===== src/rtl/if_prefetch_queue_pkg.sv =====
// if_prefetch_queue_pkg: shared types for the fetch front end.
// PC width, queued fetch entry layout and an alignment helper.
package if_prefetch_queue_pkg;

  localparam int unsigned XLEN = 32;
  localparam int unsigned ILEN = 32;

  typedef struct packed {
    logic [XLEN-1:0] pc;
    logic [ILEN-1:0] instr;
  } fetch_entry_t;

  function automatic logic [XLEN-1:0] word_align(
    input logic [XLEN-1:0] a
  );
    return {a[XLEN-1:2], 2'b00};
  endfunction

endpackage


===== src/rtl/fetch_fifo.sv =====
// fetch_fifo: synchronous FIFO with async reset and flush.
// A pop frees the slot a same-cycle push uses, so push+pop works when full.
module fetch_fifo #(
  parameter int unsigned WIDTH = 32,
  parameter int unsigned DEPTH = 4,
  localparam int unsigned AW = (DEPTH > 1) ? $clog2(DEPTH) : 1,
  localparam int unsigned CW = $clog2(DEPTH + 1)
) (
  input  logic             clk,
  input  logic             rst,
  input  logic             flush_i,
  input  logic             push_i,
  input  logic [WIDTH-1:0] data_i,
  input  logic             pop_i,
  output logic [WIDTH-1:0] data_o,
  output logic             full_o,
  output logic             empty_o,
  output logic [CW-1:0]    count_o
);

  logic [WIDTH-1:0] mem_q [DEPTH];
  logic [AW-1:0]    wr_ptr_q, wr_ptr_d;
  logic [AW-1:0]    rd_ptr_q, rd_ptr_d;
  logic [CW-1:0]    cnt_q, cnt_d;
  logic             do_push;
  logic             do_pop;

  function automatic logic [AW-1:0] ptr_inc(
    input logic [AW-1:0] p
  );
    return (p == AW'(DEPTH - 1)) ? '0 : p + 1'b1;
  endfunction

  assign full_o  = (cnt_q == CW'(DEPTH));
  assign empty_o = (cnt_q == '0);
  assign count_o = cnt_q;
  assign data_o  = mem_q[rd_ptr_q];

  assign do_pop  = pop_i && !empty_o;
  assign do_push = push_i && (!full_o || do_pop);

  // Pointer and count next state; flush wins over everything.
  always_comb begin
    wr_ptr_d = wr_ptr_q;
    rd_ptr_d = rd_ptr_q;
    cnt_d    = cnt_q;
    if (flush_i) begin
      wr_ptr_d = '0;
      rd_ptr_d = '0;
      cnt_d    = '0;
    end else begin
      if (do_push) wr_ptr_d = ptr_inc(wr_ptr_q);
      if (do_pop)  rd_ptr_d = ptr_inc(rd_ptr_q);
      cnt_d = cnt_q + CW'(do_push) - CW'(do_pop);
    end
  end

  // Pointer and count registers.
  always_ff @(posedge clk or posedge rst) begin
    if (rst) begin
      wr_ptr_q <= '0;
      rd_ptr_q <= '0;
      cnt_q    <= '0;
    end else begin
      wr_ptr_q <= wr_ptr_d;
      rd_ptr_q <= rd_ptr_d;
      cnt_q    <= cnt_d;
    end
  end

  // Storage; cleared on reset so the head reads zero.
  always_ff @(posedge clk or posedge rst) begin
    if (rst) begin
      for (int i = 0; i < DEPTH; i++) mem_q[i] <= '0;
    end else if (do_push && !flush_i) begin
      mem_q[wr_ptr_q] <= data_i;
    end
  end

endmodule


===== src/rtl/if_prefetch_queue.sv =====
// if_prefetch_queue: sequential prefetcher with an instruction queue.
// Credit-limited imem issue; redirects flush and squash in-flight words.
module if_prefetch_queue
  import if_prefetch_queue_pkg::*;
#(
  parameter int unsigned    DEPTH           = 4,
  parameter int unsigned    MAX_OUTSTANDING = 2,
  parameter logic [XLEN-1:0] RESET_PC       = '0,
  localparam int unsigned   OCW = $clog2(DEPTH + 1),
  localparam int unsigned   OSW = $clog2(MAX_OUTSTANDING + 1)
) (
  input  logic            clk,
  input  logic            rst,
  input  logic            redirect_valid,
  input  logic [XLEN-1:0] redirect_pc,
  output logic            imem_req_valid,
  input  logic            imem_req_ready,
  output logic [XLEN-1:0] imem_req_addr,
  input  logic            imem_rsp_valid,
  input  logic [ILEN-1:0] imem_rsp_data,
  output logic            id_valid,
  input  logic            id_ready,
  output logic [ILEN-1:0] id_instr,
  output logic [XLEN-1:0] id_pc,
  output logic [OCW-1:0]  occupancy
);

  logic [XLEN-1:0] fetch_pc_q, fetch_pc_d;
  logic [OSW-1:0]  outst_q, outst_d;
  logic [OSW-1:0]  discard_q, discard_d;

  logic            accept;
  logic            rsp_keep;
  logic            id_pop;
  logic            room_ok;
  logic            credit_ok;
  logic [31:0]     live_w;

  logic [XLEN-1:0] inflight_pc;
  logic            if_full, if_empty;
  logic [OSW-1:0]  if_count;

  fetch_entry_t    q_in, q_head;
  logic            q_full, q_empty;

  logic            if_unused;

  // Queued entries plus live (non-discarded) requests must fit the queue.
  assign live_w    = 32'(occupancy) + 32'(outst_q) - 32'(discard_q);
  assign credit_ok = live_w < 32'(DEPTH);
  assign room_ok   = 32'(outst_q) < 32'(MAX_OUTSTANDING);

  assign imem_req_valid = !rst && !redirect_valid
                        && room_ok && credit_ok;
  assign imem_req_addr  = fetch_pc_q;
  assign accept         = imem_req_valid && imem_req_ready;

  assign rsp_keep = imem_rsp_valid && (discard_q == '0)
                  && !redirect_valid;

  assign id_valid = !q_empty && !redirect_valid;
  assign id_pop   = id_valid && id_ready;
  assign id_pc    = q_head.pc;
  assign id_instr = q_head.instr;

  assign q_in.pc    = inflight_pc;
  assign q_in.instr = imem_rsp_data;

  assign if_unused = ^{if_full, if_empty, if_count};

  fetch_fifo #(
    .WIDTH (XLEN),
    .DEPTH (MAX_OUTSTANDING)
  ) u_inflight (
    .clk     (clk),
    .rst     (rst),
    .flush_i (1'b0),
    .push_i  (accept),
    .data_i  (fetch_pc_q),
    .pop_i   (imem_rsp_valid),
    .data_o  (inflight_pc),
    .full_o  (if_full),
    .empty_o (if_empty),
    .count_o (if_count)
  );

  fetch_fifo #(
    .WIDTH ($bits(fetch_entry_t)),
    .DEPTH (DEPTH)
  ) u_queue (
    .clk     (clk),
    .rst     (rst),
    .flush_i (redirect_valid),
    .push_i  (rsp_keep),
    .data_i  (q_in),
    .pop_i   (id_pop),
    .data_o  (q_head),
    .full_o  (q_full),
    .empty_o (q_empty),
    .count_o (occupancy)
  );

  // Fetch PC, outstanding and discard next state; redirect dominates.
  always_comb begin
    fetch_pc_d = fetch_pc_q;
    outst_d    = outst_q;
    discard_d  = discard_q;
    if (accept) fetch_pc_d = fetch_pc_q + XLEN'(4);
    if (accept && !imem_rsp_valid) begin
      outst_d = outst_q + 1'b1;
    end else if (!accept && imem_rsp_valid) begin
      outst_d = outst_q - 1'b1;
    end
    if (redirect_valid) begin
      fetch_pc_d = word_align(redirect_pc);
      discard_d  = outst_d;
    end else if (imem_rsp_valid && discard_q != '0) begin
      discard_d = discard_q - 1'b1;
    end
  end

  // Fetch-side state registers.
  always_ff @(posedge clk or posedge rst) begin
    if (rst) begin
      fetch_pc_q <= RESET_PC;
      outst_q    <= '0;
      discard_q  <= '0;
    end else begin
      fetch_pc_q <= fetch_pc_d;
      outst_q    <= outst_d;
      discard_q  <= discard_d;
    end
  end

  a_rsp_unrequested: assert property (
    @(posedge clk) disable iff (rst)
    imem_rsp_valid |-> (outst_q != '0)
  );

  a_queue_overflow: assert property (
    @(posedge clk) disable iff (rst)
    (rsp_keep && q_full) |-> id_pop
  );

endmodule

===== config.mk =====
export PLATFORM = sky130hd
export DESIGN_NAME = if_prefetch_queue
export DESIGN_NICKNAME = d
export VERILOG_FILES = /design/src/rtl/if_prefetch_queue_pkg.sv /design/src/rtl/fetch_fifo.sv /design/src/rtl/if_prefetch_queue.sv
export SDC_FILE = /design/constraint.sdc
export NUM_CORES = 1
export LEC_CHECK = 0
export CORE_MARGIN = 1
export CORE_UTILIZATION = 45
export DETAILED_ROUTE_END_ITERATION = 10
export PLACE_DENSITY = 0.8
export SLEW_MARGIN = 20
export SYNTH_ARGS = -nofsm -noshare
export SYNTH_HDL_FRONTEND = slang
export SYNTH_SLANG_ARGS = --single-unit

===== constraint.sdc =====
create_clock -name clk -period 10.25 [get_ports clk]
set_input_delay 1.025 -clock clk [delete_from_list [all_inputs] [get_ports clk]]
set_output_delay 1.025 -clock clk [all_outputs]
set_load 0.01 [all_outputs]

=== Word-level counts from Yosys, hierarchy flattened ===
Cells that the tools add are included.

* Bits in registers: 367
* Bits in latches: 0
* Bits in writable memories: 0
* Bits in read-only memories: 0
* Bits of input ports: 70
* Output and inout bits: 101
* Word-level logic and storage cells: 108
* Memories kept: 0

* Add/subtract/negate cells: 14
* Multiply operators: 0
* Div/mod/pow operators: 0
* Magnitude comparators: 8
* Equality and inequality tests: 4
* Shift-type cells: 0
* Multiplexer cells: 27
* Bitwise operators: 4
* Reduce and logical (&&, ||, !) cells: 36

{| class="wikitable"
|+ Operators with widths
! operator !! number
|-
| bitwise mux 256 bit || 1
|-
| two-way mux 32 bit || 6
|-
| two-way mux 64 bit || 3
|-
| binary-select mux 64 bit (select 2 bit) || 1
|-
| demux 64 bit (select 2 bit) || 1
|-
| bitwise mux 64 bit || 1
|-
| adder 32 x 3 -> 32 bit, second input constant || 1
|-
| demux 32 bit (select 1 bit) || 1
|-
| less-than comparator 32 x 3 -> 1 bit, second input constant || 1
|-
| two-way mux 2 bit || 10
|-
| logical AND 1 bit || 18
|-
| nonzero test 2 bit || 5
|-
| logical NOT 1 bit || 8
|-
| adder 2 x 1 -> 2 bit, second input constant || 3
|-
| == test 2 bit, second input constant || 3
|-
| >= comparator 3 bit, second input constant || 2
|-
| NOT 2 -> 3 bit || 2
|-
| subtractor 4 x 2 -> 5 bit || 1
|-
| adder 3 x 2 -> 4 bit || 1
|-
| >= comparator 2 bit, second input constant || 2
|-
| logical NOT 2 bit || 2
|-
| NOT 1 -> 2 bit || 2
|-
| subtractor 2 x 1 -> 2 bit, second input constant || 2
|-
| adder 3 x 1 -> 3 bit || 1
|-
| other kinds (12) || 15
|}

=== Depth between registers and ports, before layout ===
Gate-level depths: netlist (run 1).

* Depth in word-level cells: 10
* Mapped depth: 12
* Gate-level depth less buffers: 12

=== Modules after synthesis ===
Synthesis (run 1) repeated with hierarchy kept, for this count alone.

* Cells, all modules: 1,123
* Area, all modules: 17,529.3 µm²

{| class="wikitable"
|+ By module, submodules not included
! module !! times used !! cells each !! area an instance (µm²) !! sequential area each (µm²)
|-
| fetch_fifo (u_queue) || 1 || 664 || 12,067.8 || 6,581.3
|-
| fetch_fifo (u_inflight) || 1 || 196 || 3,110.5 || 1,701.6
|-
| if_prefetch_queue || 1 || 263 || 2,351.0 || 850.8
|}

=== Worst setup path after synthesis (run 1) ===
No wires, ideal clock.

* Kind: input -> output
* From: input rst
* To: output imem_req_valid
* Data arrival time: 9.607 ns
* Required time: 9.225 ns
* Slack: -0.382 ns
* Stages: 3
* Path buffers: 0
* Path through: inv_1 -> and4_1 -> a21boi_0

* Longest elaborated chain between the ends: 4

{| class="wikitable"
|+ Ends and longest elaborated chain
! what !! line !! RTL
|-
| start, declared || if_prefetch_queue.sv:13 || <nowiki>input logic rst,</nowiki>
|-
| logical NOT 1 bit (no line) || n/a ||
|-
| logical AND 1 bit || if_prefetch_queue.sv:53 || <nowiki>assign imem_req_valid = !rst && !redirect_valid</nowiki>
|-
| logical AND 1 bit (2 in series) || if_prefetch_queue.sv:54 || <nowiki>&& room_ok && credit_ok;</nowiki>
|-
| end, declared || if_prefetch_queue.sv:16 || <nowiki>output logic imem_req_valid,</nowiki>
|}

Every way passes these cells.

=== Worst setup path in the final report (run 1) ===
* From: input redirect_valid
* To: output imem_req_valid

* Longest elaborated chain between the ends: 4

{| class="wikitable"
|+ Ends and longest elaborated chain
! what !! line !! RTL
|-
| start, declared || if_prefetch_queue.sv:14 || <nowiki>input logic redirect_valid,</nowiki>
|-
| logical NOT 1 bit || if_prefetch_queue.sv:53 ||
|-
| logical AND 1 bit || if_prefetch_queue.sv:53 ||
|-
| logical AND 1 bit (2 in series) || if_prefetch_queue.sv:54 ||
|}

Every way passes these cells.

==> results of run 1 <==
-- logic make-up (layout without fill, tap and decap cells) --
family,Yosys count,after routing
compound gates,186,186
buf+inv,104,269
xor+xnor,15,15
simple gates,242,242
flops,353,353
fa+ha+maj,17,17
other cells,1,4
mux,297,297
-- registers in the layout (all words and copies together), names as in the netlist --
register             count
u_queue.count_o          3
outst_q                  2
u_queue.wr_ptr_q         2
u_inflight.rd_ptr_q      1
discard_q                2
imem_req_addr           30
u_inflight.mem_q        60
u_inflight.count_o       2
u_inflight.wr_ptr_q      1
u_queue.mem_q          248
u_queue.rd_ptr_q         2
-- per-stage QoR --
| stage | instance area, um^2 | util (%) |
|---|---|---|
| after global placement | 17900 | 51.6 |
| after detailed placement | 17900 | 51.6 |
| final | 19200 | 55.3 |
| after CTS | 19100 | 55.2 |
| after global routing | 19200 | 55.3 |
| after floorplan | 15900 | - |
-- cell usage in the layout, fill, tap and decap left out, types with 13 or more instances in the layout --
| master | netlist | routed |
|---|---|---|
| sky130_fd_sc_hd__nand3_1 | 20 | 20 |
| sky130_fd_sc_hd__ha_1 | 15 | 15 |
| sky130_fd_sc_hd__clkdlybuf4s50_1 | 0 | 164 |
| sky130_fd_sc_hd__dfrtp_1 | 353 | 351 |
| sky130_fd_sc_hd__clkbuf_16 | 0 | 40 |
| sky130_fd_sc_hd__nand2_1 | 164 | 160 |
| sky130_fd_sc_hd__mux2_2 | 195 | 195 |
| sky130_fd_sc_hd__o31ai_1 | 13 | 13 |
| sky130_fd_sc_hd__mux4_2 | 62 | 62 |
| sky130_fd_sc_hd__mux2i_1 | 38 | 38 |
| sky130_fd_sc_hd__inv_1 | 20 | 19 |
| sky130_fd_sc_hd__o21ai_0 | 128 | 128 |
-- final cells by class --
class                           count  area, um^2  area share, %
Clock buffer                       61        1190           6.21
Multi-Input combinational cell    761        6610           34.5
Inverter                           20        78.8          0.412
Clock inverter                      8        61.3          0.320
Tap cell                          455         569           2.97
Timing Repair Buffer              180        1810           9.45
Sequential cell                   353        8840           46.1
-- power by group through the flow --
stage | Sequential (mW) | Clock, mW | Combinational (mW)
after detailed placement | 2.01 | 0 | 1.52
after floorplan | 1.92 | 0 | 0.991
after CTS | 1.99 | 1.38 | 1.52
after global placement | 1.98 | 0 | 1.47
after global routing | 2.04 | 1.44 | 1.62
final | 1.99 | 1.35 | 1.50
-- worst register-to-register path, cell delays in order, from the launching register on --
cell and delay, ns:
sky130_fd_sc_hd__dfrtp_1 0.46, sky130_fd_sc_hd__inv_1 0.12, sky130_fd_sc_hd__fa_1 0.55, sky130_fd_sc_hd__inv_1 0.04, sky130_fd_sc_hd__ha_1 0.27, sky130_fd_sc_hd__and3b_4 0.19
sky130_fd_sc_hd__nor4_2 0.43, sky130_fd_sc_hd__o21ai_2 0.16, sky130_fd_sc_hd__nor3b_4 0.62, sky130_fd_sc_hd__buf_4 0.40, sky130_fd_sc_hd__mux2_2 0.38
-- path summary, 6_finish.rpt --
| check | start | endpoint | slack (ns) | depth (start not counted) |
|---|---|---|---|---|
| max | redirect_valid | imem_req_valid | 5.66 | 6 |
| min | u_queue.mem_q[166] | u_queue.mem_q[166] | 0.48 | 2 |
| max reg2reg | u_queue.count_o[1] | u_inflight.mem_q[62] | 6.50 | 10 |
| min reg2reg | u_queue.mem_q[166] | u_queue.mem_q[166] | 0.48 | 2 |
| max in group asynchronous | rst | u_queue.mem_q[196] | 7.64 | 4 |
| min in group asynchronous | rst | imem_req_addr[18] | 1.16 | 3 |
-- per-layer routing --
metal | global-route usage [%] | wire length [um]
met5 | 0 | 0
met2 | 32.0 | 16200
met4 | 5.09 | 565
met1 | 27.5 | 16000
met3 | 3.43 | 1810
==> impl_results.md, run 1 <==
- Outcome: complete, no violations
- Area Growth Syn to Fin: 20.8%
- Max-slew violation total from the final report: 0
- Yosys warning total: 0
- Total wire length after detailed routing: between 30000 and 40000 um
- Transition time of the tightest slew-check pin: between 1 and 1.5 ns
- # port buffers: 164
- Share of synthesized cell area in full adder, half adder and majority cells: about 1.4%
- Most used cell along the critical path: sky130_fd_sc_hd__clkdlybuf4s50_1
- CP Class: in2out
- First drt pass iteration count: 5
- Hold_ws: around 0.48 ns
- Final total power: approximately 4.8 mW
- Final ANT Viol Nets: 0
- Gate power share: roughly 31%
- Height of the chip: between 150 and 200 um
- Average instance area after synthesis: between 10 and 15 um^2
- Max Clock Skew: between 0.015 and 0.02 ns
- Aggregate global-route resource usage: 19.7%
- Setup_tns: 0 ns
- Portion of total power attributed to sequential cells: between 40% and 50%
- Critical-path cell with the highest stage delay: sky130_fd_sc_hd__inv_1
- Global-route wire length before repair: roughly 57000 um
- Post-synth EDFFs: 0
- Endpoints failing hold: 0
- Arrival time reported for the critical path endpoint: 3.57 ns
- Count leader, synth: sky130_fd_sc_hd__dfrtp_1
- Number of buffers inserted by hold repair at cts: 0
- Switching share of power: 29.5%
- Multiplexer fraction of the synthesized cell area: 25.2%
- Post-cts gate resize count: 0
- Commonest cells post-synth: sky130_fd_sc_hd__dfrtp_1, sky130_fd_sc_hd__mux2_2, sky130_fd_sc_hd__nand2_1
- Largest net degree at the start of global routing: around 190
- Pleak: ~8.5 nW
- Fillers: about 2800
- Final weighted congestion in routability-driven placement: roughly 0.83
- Startpoint class of the critical path: input port
- List of cells traversed by the critical path: clkdlybuf4s50_1 > buf_4 > inv_1 > and4_1 > a21boi_0 > clkdlybuf4s50_1
- Most area-hungry cell type in the Yosys netlist: sky130_fd_sc_hd__dfrtp_1
- Slew headroom: around 28%
- Data required time at the worst endpoint: 9.23 ns
- Total internal power: about 3.4 mW
- Cell count after synthesis: 1215
- Clock latency of the later-clocked register in the worst-skew pair: approximately 0.52 ns
- Clock-pin slew of the registers on the worst-case setup and hold paths: around 0.06 ns
- Endpoint class of the critical path: output pin
- I/O pin total: 171
- Antenna diode count: 0
- Die Span X: about 190 um
- Max stage delay on crit path: 0.69 ns
- Main combinational cell family by area after synthesis: multiplexers
- Aggregate global routing overflow: 0
- Hold/Removal Path Class: reg2reg
- Vias in the first global route: about 11000
- Via count normalized by instance count: approximately 5.6
- Count of vias placed by the detailed router: between 10000 and 15000
- Distinct cell type count of the synthesized netlist: 58
- Iter 0 DRT Violations: ~640
- Max capacitance violation total: 0
- Number of cells in the finished layout apart from fillers: 1838
- Post-layout worst setup margin: approximately 5.7 ns
- Ranking of synthesized cells by area: sky130_fd_sc_hd__dfrtp_1, sky130_fd_sc_hd__mux2_2, sky130_fd_sc_hd__mux4_2, sky130_fd_sc_hd__o21ai_0, sky130_fd_sc_hd__nand2_1
- Number of rows in the core area: between 60 and 70
- Synthesized cell area: 0.0159 mm^2
- Number of post-CTS setup repair buffers: 0
- Core Footprint: about 0.035 mm^2
- Fraction of power consumed by the clock network: around 28%
- DRC violation count after routing: 0
- TritonCTS sink count: between 300 and 400
- Pwr per Cell Area: 253 mW/mm^2
- Dominant register cell in the synthesized netlist: sky130_fd_sc_hd__dfrtp_1
- Initial core utilization: a little under half
- Fraction of the cycle the final worst path needs: 44.8%
- Worst path buffer plus inverter count: 4
- Number of nets in the final layout: around 1400
- Final setup viols: 0
- IR drop worst, VDD: about 0.16 mV
- Shortest clock period the worst path allows after layout: ~4.6 ns
- Seq/Total Area, Yosys: a little under three fifths
- Number of H-tree levels: 2
- Instance count after placement with tap cells included: roughly 1800
- Async SR Flop Fraction: 100%
- RSZ-0062 raised after global routing: no
- Die area: between 0.03 and 0.04 mm^2
- Number of flip-flops and latches in the synthesized netlist: 353
- Power dissipated by switching net loads: about 1.4 mW
- Fraction of layout instances using a drive strength above 1: roughly a quarter
- Cts bufs inserted: 39
- CTS tree: yes
- Average wire per standard cell: between 15 and 20 um
- Placed wire-length estimate after detailed placement: approximately 21000 um
- Area share of the largest cell type after synthesis: 55.7%
- Max Fclk: 0.218 GHz
- Synthesized-area fraction occupied by and/or/nand/nor cells: 6.93%
- Number of buffers on the longest clock path: 3
- Worst-path maximum fanout: 53
- Worst slack at placement: 5.71 ns
- Number of antenna violations at the first check in global routing: 0
- Post-synthesis xor/xnor area fraction: 0.829%
- Root buf cell: sky130_fd_sc_hd__clkbuf_16
- Fraction of the mapped netlist area in compound gates: 6.92%
- Family with the most delay on the worst path: buffers and inverters
Power figures use the tool's default switching activity.
==> run 2, diff against run 1 <==
Settings changed: PLACE_DENSITY 0.8 to 0.78.
Clock period 10.25 ns to 4.3 ns, I/O delays scaled along.
==> impl_results.md, run 2 (synthesized netlist as in run 1, its figures left out) <==
- Outcome: complete, no violations
- RSZ-0062 raised after global routing: no
- Final weighted congestion in routability-driven placement: 0.835 (+0.53%)
- Largest net degree at the start of global routing: 182 (-2.2%)
- Cell area after placement: 0.0180 mm^2 (+0.57%)
- Transition time of the tightest slew-check pin: 1.05 ns (-0.0306 ns)
- Final total power: 11.6 mW (+140%)
- Number of buffers inserted by hold repair at cts: 0 (unchanged)
- Number of nets in the final layout: 1448 (+0.42%)
- Final setup viols: 0 (unchanged)
- Iter 0 DRT Violations: 585 (-8.3%)
- Most common library cell in the layout ignoring fill and taps: sky130_fd_sc_hd__dfrtp_1
- Number of buffers on the longest clock path: 3 (unchanged)
- Post-Layout Inst Area: 0.0192 mm^2 (+0.49%)
- Endpoint of the lowest-slack register-to-register path: imem_req_addr[27]
- Total internal power: 8.22 mW (+140%)
- Fillers: 2826 (+1.8%)
- First drt pass iteration count: 5 (unchanged)
- Total wire length after detailed routing: 35000 um (+1.1%)
- Die area: 0.0360 mm^2 (unchanged)
- Hold_ws: 0.470 ns (-0.00509 ns)
- Start point of the critical path: u_queue.count_o[1]
- Top register by number of flip-flops: u_queue.mem_q
- Shortest clock period the worst path allows after layout: 3.90 ns
- Worst slack at placement: 0.687 ns (-5.02 ns)
- Pleak: 8.57 nW (+0.62%)
- Max-slew violation total from the final report: 0 (unchanged)
- Data required time at the worst endpoint: 3.87 ns (-5.36 ns)
- Switching share of power: 29.4% (-0.11 points)
- Startpoint class of the critical path: flip-flop
- Placed wire-length estimate after detailed placement: 22000 um (+3.2%)
- Slew headroom: 30.0% (+2.0 points)
- Final ANT Viol Nets: 0 (unchanged)
- Fraction of the cycle the final worst path needs: just over 90%
- Minimum setup slack among reg-to-reg paths: 0.66 ns (-5.84 ns)
- Fraction of power consumed by the clock network: 28.4% (+0.6 points)
- Max Clock Skew: 0.0213 ns (+0.00601 ns)
- DRC violation count after routing: 0 (unchanged)
- Number of cells traversed by the worst register-to-register path: 10 (unchanged)
- Area used by multi-input combinational logic: 0.00661 mm^2 (unchanged)
- Portion of total power attributed to sequential cells: 41.3% (about the same)
- CTS tree: yes
- CP Class: reg2out
- TritonCTS sink count: 353 (unchanged)
- Global-route wire length before repair: 58300 um (+2.5%)
- Arrival time reported for the critical path endpoint: 3.47 ns (-0.10 ns)
- Pwr per Cell Area: 605 mW/mm^2 (+140%)
- Clock-pin slew of the registers on the worst-case setup and hold paths: 0.06 ns (about the same)
- Number of post-CTS setup repair buffers: 0 (unchanged)
- Endpoint class of the critical path: output pin
- Average wire per standard cell: 18.9 um (+0.59%)
- Via count normalized by instance count: 5.60 (+0.21%)
- Setup_tns: 0 ns (unchanged)
- Number of antenna violations at the first check in global routing: 0 (unchanged)
- Aggregate global-route resource usage: 20.3% (+0.55 points)
- Number of rows in the core area: 68 (unchanged)
- Gate power share: 30.4% (-0.6 points)
- Power dissipated by switching net loads: 3.42 mW (+140%)
- IR drop worst, VDD: 0.408 mV (+160%)
- Post-layout worst setup margin: 0.397 ns (-5.26 ns)
- Cts bufs inserted: 39 (unchanged)
- Max capacitance violation total: 0 (unchanged)
- Worst-path maximum fanout: 5 (-91%)
- Root buf cell: sky130_fd_sc_hd__clkbuf_16
- Area Growth Syn to Fin: 21.4%
- Vias in the first global route: 10964 (+0.33%)
- Endpoints failing hold: 0 (unchanged)
- Hold/Removal Path Class: in2reg
- Worst reg2reg path startpoint: u_queue.count_o[1]
- Most frequent cells in the layout: sky130_fd_sc_hd__dfrtp_1, sky130_fd_sc_hd__mux2_2, sky130_fd_sc_hd__clkdlybuf4s50_1, sky130_fd_sc_hd__nand2_1, sky130_fd_sc_hd__o21ai_0
- Post-cts gate resize count: 0 (unchanged)
- Core Footprint: 0.0346 mm^2 (unchanged)
- # port buffers: 164 (unchanged)
- Max Fclk: about 0.26 GHz
- Number of flip-flops under the largest register name: 248 (unchanged)
- Number of H-tree levels: 2 (unchanged)
- Antenna diode count: 0 (unchanged)
- Height of the chip: 190 um (unchanged)
- Fraction of layout instances using a drive strength above 1: 25.6% (+0.34 points)
- Sequential cell area: 0.00884 mm^2 (unchanged)
- I/O pin total: 171 (unchanged)
- Aggregate global routing overflow: 0 (unchanged)
- Clock latency of the later-clocked register in the worst-skew pair: 0.53 ns (about the same)
- Critical path destination: imem_req_valid
- Die Span X: 190 um (unchanged)
- Initial core utilization: 45.8% (unchanged)
- Count of vias placed by the detailed router: 10338 (+0.70%)
-- run 2: cell count changes in the layout (fill, tap and decap cells not counted), moves of 2 or more --
cell,change
sky130_fd_sc_hd__clkinv_2,+3
sky130_fd_sc_hd__buf_6,-4
sky130_fd_sc_hd__buf_4,+7
sky130_fd_sc_hd__bufinv_16,+2
sky130_fd_sc_hd__clkbuf_1,+2
sky130_fd_sc_hd__buf_12,+4
sky130_fd_sc_hd__clkbuf_8,-3
-- run 2: critical path, cell delays in order (launching register included) --
cell and delay [ns]:
sky130_fd_sc_hd__dfrtp_1 0.44, sky130_fd_sc_hd__inv_1 0.11, sky130_fd_sc_hd__fa_1 0.55, sky130_fd_sc_hd__inv_1 0.04
sky130_fd_sc_hd__ha_1 0.29, sky130_fd_sc_hd__and3b_4 0.20, sky130_fd_sc_hd__or4_4 0.52, sky130_fd_sc_hd__a21boi_1 0.21
sky130_fd_sc_hd__clkdlybuf4s50_1 0.57
-- run 2: metrics by stage --
| step | std cells | util, % |
|---|---|---|
| 2_1_floorplan | 1218 | - |
| 3_3_place_gp | 1775 | 51.9 |
| 3_5_place_dp | 1775 | 51.9 |
| 6_report | 1847 | 55.6 |
| 5_1_grt | 1847 | 55.6 |
| 4_1_cts | 1847 | 55.6 |
-- run 2: area by class of cell --
| type | count | share of cell area [%] |
|---|---|---|
| clock inverters | 12 | 0.670 |
| multi-input cells | 761 | 34.3 |
| inverters | 20 | 0.410 |
| clock buffers | 60 | 6.01 |
| repair buffers | 186 | 9.71 |
| flip-flops and latches | 353 | 45.9 |
| well taps | 455 | 2.96 |
-- run 2: power by group through the flow --
| stage | sequential (mW) | clock (mW) | combinational [mW] |
|---|---|---|---|
| floorplan | 4.57 | 0 | 2.36 |
| global placement | 4.79 | 0 | 3.47 |
| detailed placement | 4.86 | 0 | 3.57 |
| CTS | 4.81 | 3.39 | 3.59 |
| global route | 4.93 | 3.53 | 3.85 |
| finish | 4.81 | 3.30 | 3.54 |
-- run 2: worst min-delay path by stage --
stage | slack, ns | end | from | depth (start not counted)
after floorplan | 0.44 | u_queue.mem_q[100] | u_queue.mem_q[100] | 2
after global placement | 0.46 | u_queue.mem_q[248] | u_queue.mem_q[248] | 2
after detailed placement | 0.47 | u_queue.mem_q[103] | u_queue.mem_q[103] | 2
after CTS | 0.45 | imem_req_addr[14] | redirect_pc[14] | 3
after global routing | 0.47 | imem_req_addr[14] | redirect_pc[14] | 3
final | 0.47 | imem_req_addr[14] | redirect_pc[14] | 3
-- run 2: routing by layer --
| metal | global-route usage (%) | part of all wire [%] | routed length [um] |
|---|---|---|---|
| met1 | 28.8 | 46 | 16100 |
| met2 | 32.7 | 47 | 16400 |
| met3 | 3.36 | 5.4 | 1880 |
| met4 | 4.65 | 1.7 | 589 |
| met5 | 0 | 0 | 0 |
